**config.mk**
```make
export PLATFORM = sky130hd
export DESIGN_NAME = adrv9001_rx_axis_packer
export DESIGN_NICKNAME = d
export VERILOG_FILES = /design/src/rtl/adrv9001_rx_pkg.sv /design/src/rtl/adrv9001_sync_fifo.sv /design/src/rtl/adrv9001_rx_axis_packer.sv
export SDC_FILE = /design/constraint.sdc
export NUM_CORES = 1
export LEC_CHECK = 0
export CORE_ASPECT_RATIO = 0.6
export CORE_MARGIN = 1.5
export CORE_UTILIZATION = 60
export DETAILED_ROUTE_END_ITERATION = 10
export DONT_BUFFER_PORTS = 1
export GPL_TIMING_DRIVEN = 0
export PLACE_DENSITY = 0.78
export SETUP_SLACK_MARGIN = 0.2
export SYNTH_ARGS = -nofsm -noshare
export SYNTH_HDL_FRONTEND = slang
export SYNTH_HIERARCHICAL = 1
export SYNTH_SLANG_ARGS = --single-unit
```
**constraint.sdc**
```tcl
create_clock -name clk -period 10.5 [get_ports clk]
set_input_delay 2.625 -clock clk [delete_from_list [all_inputs] [get_ports clk]]
set_output_delay 2.625 -clock clk [all_outputs]
set_load 0.01 [all_outputs]
```
**src/rtl/adrv9001_rx_pkg.sv**
```systemverilog
// Shared types and widths for the ADRV9001 RX AXI4-Stream packing path.
package adrv9001_rx_pkg;

  localparam int AXIS_DATA_W = 32;
  localparam int FIFO_WORD_W = 33;

  typedef enum logic [1:0] {
    IDLE = 2'd0,
    RUN  = 2'd1,
    STOP = 2'd2
  } state_t;

  // FIFO word layout: {tlast, Q, I}
  function automatic logic [FIFO_WORD_W-1:0] pack_word(
    input logic        tlast,
    input logic [15:0] q,
    input logic [15:0] i
  );
    return {tlast, q, i};
  endfunction

endpackage

```
**src/rtl/adrv9001_sync_fifo.sv**
```systemverilog
// Single-clock first-word-fall-through FIFO; a word written at edge N becomes
// readable after edge N+1.
module adrv9001_sync_fifo #(
  parameter int WIDTH = 33,
  parameter int DEPTH = 16
) (
  input  logic             clk,
  input  logic             rst,
  input  logic             wr_en,
  input  logic [WIDTH-1:0] wr_data,
  output logic             full,
  input  logic             rd_en,
  output logic [WIDTH-1:0] rd_data,
  output logic             empty,
  output logic             pending
);

  localparam int AW = $clog2(DEPTH);

  logic [WIDTH-1:0] mem_r [DEPTH];
  logic [AW:0]      wr_ptr_r;
  logic [AW:0]      vis_ptr_r;
  logic [AW:0]      rd_ptr_r;

  // vis_ptr_r trails wr_ptr_r by one cycle, giving the one-cycle fall-through latency
  assign full    = (wr_ptr_r[AW] != rd_ptr_r[AW]) && (wr_ptr_r[AW-1:0] == rd_ptr_r[AW-1:0]);
  assign empty   = (vis_ptr_r == rd_ptr_r);
  assign pending = (wr_ptr_r != rd_ptr_r);
  assign rd_data = empty ? {WIDTH{1'b0}} : mem_r[rd_ptr_r[AW-1:0]];

  // Pointer registers
  always_ff @(posedge clk) begin
    if (rst) begin
      wr_ptr_r  <= {(AW+1){1'b0}};
      vis_ptr_r <= {(AW+1){1'b0}};
      rd_ptr_r  <= {(AW+1){1'b0}};
    end else begin
      vis_ptr_r <= wr_ptr_r;
      if (wr_en) begin
        wr_ptr_r <= wr_ptr_r + (AW+1)'(1);
      end
      if (rd_en && !empty) begin
        rd_ptr_r <= rd_ptr_r + (AW+1)'(1);
      end
    end
  end

  // Storage array, no reset needed since reads are gated by empty
  always_ff @(posedge clk) begin
    if (wr_en) begin
      mem_r[wr_ptr_r[AW-1:0]] <= wr_data;
    end
  end

endmodule

```
**src/rtl/adrv9001_rx_axis_packer.sv**
```systemverilog
// Packs aligned I/Q samples into 32-bit AXI4-Stream beats with length/last
// framing, packet-aligned start/stop and overflow accounting.
module adrv9001_rx_axis_packer
  import adrv9001_rx_pkg::*;
#(
  parameter int FIFO_DEPTH = 16,
  parameter int CNT_W      = 16
) (
  input  logic                   clk,
  input  logic                   rst,
  input  logic                   enable,
  input  logic [15:0]            i_in,
  input  logic [15:0]            q_in,
  input  logic                   valid_in,
  input  logic                   last_in,
  input  logic [CNT_W-1:0]       pkt_len,
  output logic [AXIS_DATA_W-1:0] m_axis_tdata,
  output logic                   m_axis_tvalid,
  input  logic                   m_axis_tready,
  output logic                   m_axis_tlast,
  output logic                   overflow,
  output logic [CNT_W-1:0]       drop_count,
  output logic                   busy
);

  state_t                 state_r;
  state_t                 state_nxt_s;
  logic [CNT_W-1:0]       len_r;
  logic [CNT_W-1:0]       cnt_r;
  logic [CNT_W-1:0]       drop_cnt_r;
  logic                   overflow_r;
  logic                   fifo_full_s;
  logic                   fifo_empty_s;
  logic                   fifo_pend_s;
  logic                   rd_en_s;
  logic                   cap_s;
  logic                   wr_en_s;
  logic                   drop_s;
  logic                   tlast_s;
  logic [FIFO_WORD_W-1:0] wr_word_s;
  logic [FIFO_WORD_W-1:0] rd_word_s;

  // A full FIFO still accepts when a beat leaves in the same cycle
  assign cap_s     = valid_in && (state_r != IDLE);
  assign rd_en_s   = !fifo_empty_s && m_axis_tready;
  assign wr_en_s   = cap_s && (!fifo_full_s || rd_en_s);
  assign drop_s    = cap_s && !wr_en_s;
  assign tlast_s   = ((len_r != {CNT_W{1'b0}}) && (cnt_r == (len_r - CNT_W'(1))))
                     || last_in || (state_r == STOP);
  assign wr_word_s = pack_word(tlast_s, q_in, i_in);

  assign m_axis_tvalid = !fifo_empty_s;
  assign m_axis_tdata  = rd_word_s[AXIS_DATA_W-1:0];
  assign m_axis_tlast  = rd_word_s[FIFO_WORD_W-1];
  assign overflow      = overflow_r;
  assign drop_count    = drop_cnt_r;
  assign busy          = (state_r != IDLE) || fifo_pend_s;

  // Next-state logic
  always_comb begin
    state_nxt_s = state_r;
    case (state_r)
      IDLE: begin
        if (enable) state_nxt_s = RUN;
        else        state_nxt_s = IDLE;
      end
      RUN: begin
        // A packet already closing as enable falls needs no STOP phase
        if (!enable) begin
          if (wr_en_s && tlast_s) state_nxt_s = IDLE;
          else                    state_nxt_s = STOP;
        end else begin
          state_nxt_s = RUN;
        end
      end
      STOP: begin
        if (wr_en_s) state_nxt_s = IDLE;
        else         state_nxt_s = STOP;
      end
      default: state_nxt_s = IDLE;
    endcase
  end

  // State register and packet length latch
  always_ff @(posedge clk) begin
    if (rst) begin
      state_r <= IDLE;
      len_r   <= {CNT_W{1'b0}};
    end else begin
      state_r <= state_nxt_s;
      if ((state_r == IDLE) && enable) begin
        len_r <= pkt_len;
      end
    end
  end

  // Sample counter and drop accounting
  always_ff @(posedge clk) begin
    if (rst) begin
      cnt_r      <= {CNT_W{1'b0}};
      drop_cnt_r <= {CNT_W{1'b0}};
      overflow_r <= 1'b0;
    end else begin
      if (wr_en_s) begin
        cnt_r <= tlast_s ? {CNT_W{1'b0}} : (cnt_r + CNT_W'(1));
      end
      if (drop_s) begin
        overflow_r <= 1'b1;
        if (drop_cnt_r != {CNT_W{1'b1}}) begin
          drop_cnt_r <= drop_cnt_r + CNT_W'(1);
        end
      end
    end
  end

  adrv9001_sync_fifo #(
    .WIDTH(FIFO_WORD_W),
    .DEPTH(FIFO_DEPTH)
  ) u_fifo (
    .clk    (clk),
    .rst    (rst),
    .wr_en  (wr_en_s),
    .wr_data(wr_word_s),
    .full   (fifo_full_s),
    .rd_en  (rd_en_s),
    .rd_data(rd_word_s),
    .empty  (fifo_empty_s),
    .pending(fifo_pend_s)
  );

endmodule

```
==> results of run 1 <==
==> where the power goes <==
part / switching (W) / leakage, nW / internal (W)
registers: 0.00000877 / 5.32 / 0.00260
logic: 0.0000652 / 2.04 / 0.0000372
clock network: 0.000791 / 0.693 / 0.000911
==> state kept, by name, summed over array words and instances, names as in the netlist, named ones only <==
name	cells
overflow	1
u_fifo/mem_r	528
len_r	16
u_fifo/rd_ptr_r	5
cnt_r	16
u_fifo/vis_ptr_r	5
state_r	2
drop_count	16
u_fifo/wr_ptr_r	5
==> critical path: stages, from the launching register on <==
cell,delay (ns)
sky130_fd_sc_hd__dfxtp_1,0.31
sky130_fd_sc_hd__clkbuf_1,0.31
sky130_fd_sc_hd__clkbuf_1,0.73
sky130_fd_sc_hd__mux4_2,0.37
sky130_fd_sc_hd__a22oi_1,0.09
sky130_fd_sc_hd__a21oi_1,0.49
==> layout make-up <==
cell class / count / share of cell area (%)
plain buffers: 71 / 1.48
flip-flops and latches: 598 / 66.4
repair buffers: 17 / 1.31
well taps: 513 / 2.47
multi-input cells: 588 / 22.5
inverters: 16 / 0.231
clock buffers: 67 / 5.14
clock inverters: 17 / 0.390
==> synth_stat cells, types with 3 or more instances <==
cell,number
sky130_fd_sc_hd__edfxtp_1,528
sky130_fd_sc_hd__mux4_2,132
sky130_fd_sc_hd__dfxtp_1,70
sky130_fd_sc_hd__a22oi_1,68
sky130_fd_sc_hd__a21oi_1,58
sky130_fd_sc_hd__nand2_1,56
sky130_fd_sc_hd__nor2_1,48
sky130_fd_sc_hd__clkbuf_1,32
sky130_fd_sc_hd__xor2_1,29
sky130_fd_sc_hd__xnor2_1,27
sky130_fd_sc_hd__nor3_1,23
sky130_fd_sc_hd__buf_2,19
sky130_fd_sc_hd__and2_1,18
sky130_fd_sc_hd__nand3_1,17
sky130_fd_sc_hd__inv_1,16
sky130_fd_sc_hd__buf_6,12
sky130_fd_sc_hd__nand4_1,12
sky130_fd_sc_hd__nor2b_1,12
sky130_fd_sc_hd__ha_1,8
sky130_fd_sc_hd__o21ai_0,8
sky130_fd_sc_hd__or4_1,7
sky130_fd_sc_hd__or3_1,6
sky130_fd_sc_hd__buf_1,5
sky130_fd_sc_hd__nand2b_1,5
sky130_fd_sc_hd__nor4_1,5
sky130_fd_sc_hd__mux2_2,4
sky130_fd_sc_hd__mux2i_1,4
sky130_fd_sc_hd__and3_1,3
sky130_fd_sc_hd__clkbuf_2,3
sky130_fd_sc_hd__nor3b_1,3
sky130_fd_sc_hd__o211ai_1,3
==> worst paths after layout <==
path	start	to	slack, ns	cells past startpoint
setup / recovery	flip-flop	m_axis_tlast	5.02	5
hold / removal	len_r[15]	len_r[15]	0.50	2
setup reg to reg	u_fifo/rd_ptr_r[0]	u_fifo/mem_r[15][8]	6.33	13
hold reg to reg	len_r[15]	len_r[15]	0.50	2
==> layer usage <==
| layer | routed length (um) | vias to the layer above | track usage [%] |
|---|---|---|---|
| met4 | 1170 | 0 | 6.60 |
| met1 | 22400 | 6614 | 40.8 |
| met5 | 0 | - | 0 |
| li1 | - | 5248 | - |
| met2 | 24200 | 803 | 40.4 |
| met3 | 6130 | 90 | 6.79 |
==> stage by stage <==
stage | utilization [%] | setup WS, ns
CTS | 68.0 | 5.05
global placement | 63.3 | 4.56
floorplan | - | 5.63
detailed placement | 64.2 | 5.43
finish | 68.0 | 5.02
global route | 68.0 | 4.93
==> cell families after synthesis <==
kind of cell               after synthesis  share of synthesized area (%)
and+or+nand+nor                        227                           4.88
AOI/OAI and AO/OA                      155                           4.32
buffers and inverters                   87                           1.89
muxes                                  142                           13.1
adders and majority gates                8                          0.425
DFF                                    598                           73.3
xor gates and xnor gates                56                           2.08
==> key figures, run 1 <==
Outcome
  – Status: complete, no violations

Clock tree
  – CTS tree: built
  – Worst-Skew Late Latency: 0.57 ns
  – Clock-pin slew on the worst setup and hold paths: 0.07 ns
  – Count of cells resized by post-cts repair: 0
  – CTS Buf Count: 50
  – Hold_buf cts: 0
  – Clock Sinks: 598
  – Clock tree root buffer cell: sky130_fd_sc_hd__clkbuf_16
  – Setup Buffers After CTS: 0
  – Maximum buffer depth of the clock tree: 3
  – Number of H-tree levels: 2

Synth
  – Async set or reset register ratio after synthesis: 0%
  – Nets in the synthesized netlist: ~1.3k
  – Share of the synthesized area in the top cell type: about two thirds
  – Number of distinct library cell variants in the gate-level netlist after synthesis: 55
  – EDFF count, synth: 528
  – Commonest register cell after synthesis: sky130_fd_sc_hd__edfxtp_1
  – Syn Std Cell Area: roughly 0.024 sq mm
  – Biggest area contributors in the synthesized netlist: sky130_fd_sc_hd__edfxtp_1 (67%), sky130_fd_sc_hd__mux4_2 (13%), sky130_fd_sc_hd__dfxtp_1 (6.0%), sky130_fd_sc_hd__a22oi_1 (2.2%), sky130_fd_sc_hd__a21oi_1 (1.2%)
  – Sequential element share of the synthesized area: 73.3%
  – Total of warnings raised by yosys: 6
  – Synth Area per Inst: ~18 sq um
  – #FFs+latches synth: 598
  – Cell accounting for the most synthesized area: sky130_fd_sc_hd__edfxtp_1
  – Number of instances in the synthesized netlist: 1273

Timing
  – Max-slew violation total from the final report: 0
  – Setup TNS: 0 ns
  – Worst Skew: about 0.018 ns
  – Number of hold-slack violations in the final timing report: 0
  – Max Fclk: 183 MHz
  – Unrepaired setup endpoints after global routing: false
  – Worst relative slew slack: 23.5%
  – Final worst hold slack: 0.502 ns
  – Fin crit period: 5.48 ns
  – Measured slew at the worst slew-check pin: 1.14 ns
  – Finish-stage setup viols: 0
  – Final cycle utilization of the critical path: 52.2%

Finish
  – Number of non-filler instances in the completed layout: around 1.9k
  – Most common library cell in the layout ignoring fill and taps: sky130_fd_sc_hd__edfxtp_1
  – Antenna diode instance count: 0
  – Commonest cells after routing, fill and taps aside: sky130_fd_sc_hd__edfxtp_1 (528), sky130_fd_sc_hd__mux4_2 (132), sky130_fd_sc_hd__dfxtp_1 (70), sky130_fd_sc_hd__a22oi_1 (68), sky130_fd_sc_hd__a21oi_1 (58)
  – Register cell area after layout: 0.0173 sq mm
  – Area of all placed cells without fillers: about 0.026 sq mm
  – Share of layout cells above drive strength 1: 19.4%
  – Post-layout nets: 1404
  – Filler cell count in the final layout: 2388
  – Layout-stage area growth over the synthesis result: 10.4%
  – Total area of multi-input combinational cells: 0.00586 sq mm

Route
  – Count of TritonRoute iterations in the first routing pass: 5
  – DRC Markers: 0
  – Violation count after the first detailed-route iteration: ~1.7k
  – Final Routed Wirelength: 53800 um
  – Detailed-route via count: around 13k
  – Number of routed nets with antenna violations: 0
  – Wirelength per Cell: 28.5 um
  – Vias per Instance: between 6 and 7

Setup path
  – Critical path peak fanout: 10
  – Crit Path Class: flip-flop to output pin
  – Crit path launch type: flip-flop
  – CP endpoint kind: output pin
  – Required time of the worst setup path: 7.88 ns
  – Signal arrival time at the worst endpoint: roughly 2.9 ns

GRT
  – Antenna violations before repair: 0
  – Global router's overall resource usage: 27.1%
  – Overflow left after global routing: 0
  – Via count of the first global-routing pass: 12.5k
  – Wire length of the first global-routing pass: slightly below 80000 um
  – Maximum number of pins on one net before global-route repair: 28

Placed design
  – DP Cell Count: 1802
  – Post-DP HPWL: ~34000 um
  – Final weighted congestion in routability-driven placement: 0.866
  – Count of buffers inserted at the top-level ports: 0
  – Post-placement cell area: between 0.02 and 0.025 sq mm

Die
  – Standard-cell row count: 55
  – Core area: 0.0382 sq mm
  – Die width: between 200 and 300 um
  – Die height: ~160 um
  – Number of top-level design ports: around 110
  – Initial standard-cell utilization of the core: about three fifths
  – Die Area: 0.0405 sq mm

Pwr
  – PD cells: 170 mW/mm^2
  – Power, Total: 0.00441 W
  – Max VDD drop: roughly 0.15 mV
  – Leakage: 8.05 nW

Worst hold path
  – Path class of the lowest-slack min-delay path: flip-flop to flip-flop

Job
  – Max-cap viol count: 0
Power figures use the tool's default switching activity.
==> run 2: changes to the inputs <==
clock period = 5.4 ns   (was 10.5 ns; I/O delays follow)
==> results of run 2 <==
Same layout as run 1 (identical final DEF). Status: complete, no violations.
Main changes from that run: setup slack after placement 5.43 ns -> 1.30 ns; setup slack after layout 5.02 ns -> 1.20 ns; register-to-register setup slack 6.33 ns -> 1.23 ns; total power 0.00441 W -> 0.00858 W; worst IR drop on VDD 0.146 mV -> 0.283 mV
==> run 3: changes to the inputs <==
clock period = 4.1 ns   (was 5.4 ns; I/O delays follow)
==> run 3 against run 2 <==
Power grew 32%; sequential share of layout area down 0.11 points; global-route usage is 0.074 points higher; register-to-register slack got worse by 0.88 ns; first-iteration DRC count shrank 5.2%; largest cell class unchanged; critical path depth grew 1; sequential cell count is the same; combinational power up 33%; cell count about the same; critical endpoint is now m_axis_tdata[25]; hold slack gained 0.0017 ns; final area is 0.17% higher; highest routed layer unchanged.
==> key figures, run 3 (same netlist as run 1, synthesis figures left out) <==
Route
  – Vias per Instance: 6.71
  – Violation count after the first detailed-route iteration: 1623
  – Wirelength per Cell: 28.7 um
  – Number of routed nets with antenna violations: 0
  – Count of TritonRoute iterations in the first routing pass: 5
  – DRC Markers: 0
  – Detailed-route via count: 12.7k
  – Final Routed Wirelength: 54100 um

Die
  – Standard-cell row count: 55
  – Number of top-level design ports: approximately 110
  – Initial standard-cell utilization of the core: 61.6%
  – Die width: 259 um
  – Core area: 0.0382 sq mm
  – Die height: about 160 um
  – Die Area: 0.0405 sq mm

Placed design
  – Count of buffers inserted at the top-level ports: 0
  – Post-placement cell area: 0.0245 sq mm
  – Post-DP HPWL: 33900 um
  – DP Cell Count: 1802
  – Final weighted congestion in routability-driven placement: between 0.8 and 0.9

Setup path
  – Worst setup slack for register-to-register paths: 0.35 ns
  – Critical path peak fanout: 10
  – CP endpoint kind: output pin
  – Crit Path Class: flip-flop to output pin
  – Signal arrival time at the worst endpoint: between 2 and 3 ns
  – Crit path launch type: flip-flop
  – Required time of the worst setup path: between 3 and 4 ns

Timing
  – Finish-stage setup viols: 0
  – Worst Skew: 0.0166 ns
  – Fin crit period: between 3 and 4 ns
  – Final cycle utilization of the critical path: roughly 90%
  – Final worst hold slack: 0.504 ns
  – Setup TNS: 0 ns
  – Unrepaired setup endpoints after global routing: false
  – Number of hold-slack violations in the final timing report: 0
  – Measured slew at the worst slew-check pin: 1.08 ns
  – Max-slew violation total from the final report: 0
  – Max Fclk: 264 MHz
  – Worst relative slew slack: ~27%

Pwr
  – PD cells: 434 mW/mm^2
  – Leakage: slightly above 8 nW
  – Max VDD drop: between 0.3 and 0.4 mV
  – Share of power burned in registers: between 50% and 60%
  – Switching power summed over all nets: 0.00222 W
  – Switching part of the total: roughly a fifth
  – Power, Total: 0.0113 W
  – Internal power consumption: 0.00908 W
  – Clock power share: 38.6%
  – Logic gate share of total power: 2.3%

GRT
  – Overflow left after global routing: 0
  – Global router's overall resource usage: 27.2%
  – Maximum number of pins on one net before global-route repair: 28
  – Via count of the first global-routing pass: 12.6k
  – Wire length of the first global-routing pass: ~80000 um
  – Antenna violations before repair: 0

Finish
  – Area of all placed cells without fillers: 0.0260 sq mm
  – Share of layout cells above drive strength 1: 19.9%
  – Layout-stage area growth over the synthesis result: 10.6%
  – Number of non-filler instances in the completed layout: 1888
  – Most common library cell in the layout ignoring fill and taps: sky130_fd_sc_hd__edfxtp_1
  – Commonest cells after routing, fill and taps aside: sky130_fd_sc_hd__edfxtp_1 (528), sky130_fd_sc_hd__mux4_2 (132), sky130_fd_sc_hd__dfxtp_1 (70), sky130_fd_sc_hd__a22oi_1 (68), sky130_fd_sc_hd__a21oi_1 (58)
  – Post-layout nets: 1405
  – Antenna diode instance count: 0
  – Max reg flops: approximately 530

Clock tree
  – Clock tree root buffer cell: sky130_fd_sc_hd__clkbuf_16
  – Number of H-tree levels: 2
  – Worst-Skew Late Latency: approximately 0.57 ns
  – Clock-pin slew on the worst setup and hold paths: 0.07 ns
  – Hold_buf cts: 0
  – Clock Sinks: 598
  – CTS tree: built
  – CTS Buf Count: 50
  – Maximum buffer depth of the clock tree: 3

Worst hold path
  – Path class of the lowest-slack min-delay path: flip-flop to flip-flop

Outcome
  – Status: complete, no violations

Job
  – Max-cap viol count: 0
-- run 3: path summary, 6_finish.rpt --
path | start | cells past startpoint | endpoint
worst min-delay path | len_r[15] | 2 | len_r[15]
worst max register to register | u_fifo/rd_ptr_r[0] | 13 | u_fifo/mem_r[10][21]
worst max-delay path | flip-flop | 6 | m_axis_tdata[25]
worst min register to register | len_r[15] | 2 | len_r[15]
-- run 3: worst max-delay path, stage by stage, from the launching register on --
cell and delay (ns):
sky130_fd_sc_hd__dfxtp_1 0.30, sky130_fd_sc_hd__clkbuf_1 0.31, sky130_fd_sc_hd__buf_2 0.32, sky130_fd_sc_hd__buf_2 0.41, sky130_fd_sc_hd__mux4_2 0.36, sky130_fd_sc_hd__a22oi_1 0.28
sky130_fd_sc_hd__a21oi_1 0.20
-- run 3: timing repair --
item | CTS | global route
cloned | 0 | 0
gates resized for setup | 5 | 17
setup endpoints to repair | 221 | 320
setup buffers | 1 | 0
-- run 3: area by class of cell --
class                           instances  area [sq um]
Sequential cell                       598         17300
Fill cell                            2384         12200
Multi-Input combinational cell        588          5870
Clock buffer                           67          1340
Tap cell                              513           642
Buffer                                 71           390
Timing Repair Buffer                   18           360
Clock inverter                         17           101
Inverter                               16          60.1
-- run 3: layer usage --
layer,wire (um),global-route usage [%]
met1,22400,40.9
met2,24400,40.5
met3,6110,6.77
met4,1210,7.02
met5,0,0
-- run 3: power groups by stage --
stage	clock, W	sequential, W	combinational [W]
final	0.00436	0.00668	0.000264
after global routing	0.00464	0.00667	0.000286
after CTS	0.00443	0.00667	0.000257
after detailed placement	0	0.00681	0.000254
after global placement	0	0.00681	0.000240
after floorplan	0	0.00680	0.000183
-- run 3: metrics by stage --
stage               util, %  setup WS [ns]
floorplan                 -          0.637
global placement       63.3         -0.745
detailed placement     64.2       -0.00277
CTS                    68.1          0.230
global route           68.1          0.184
finish                 68.1          0.309
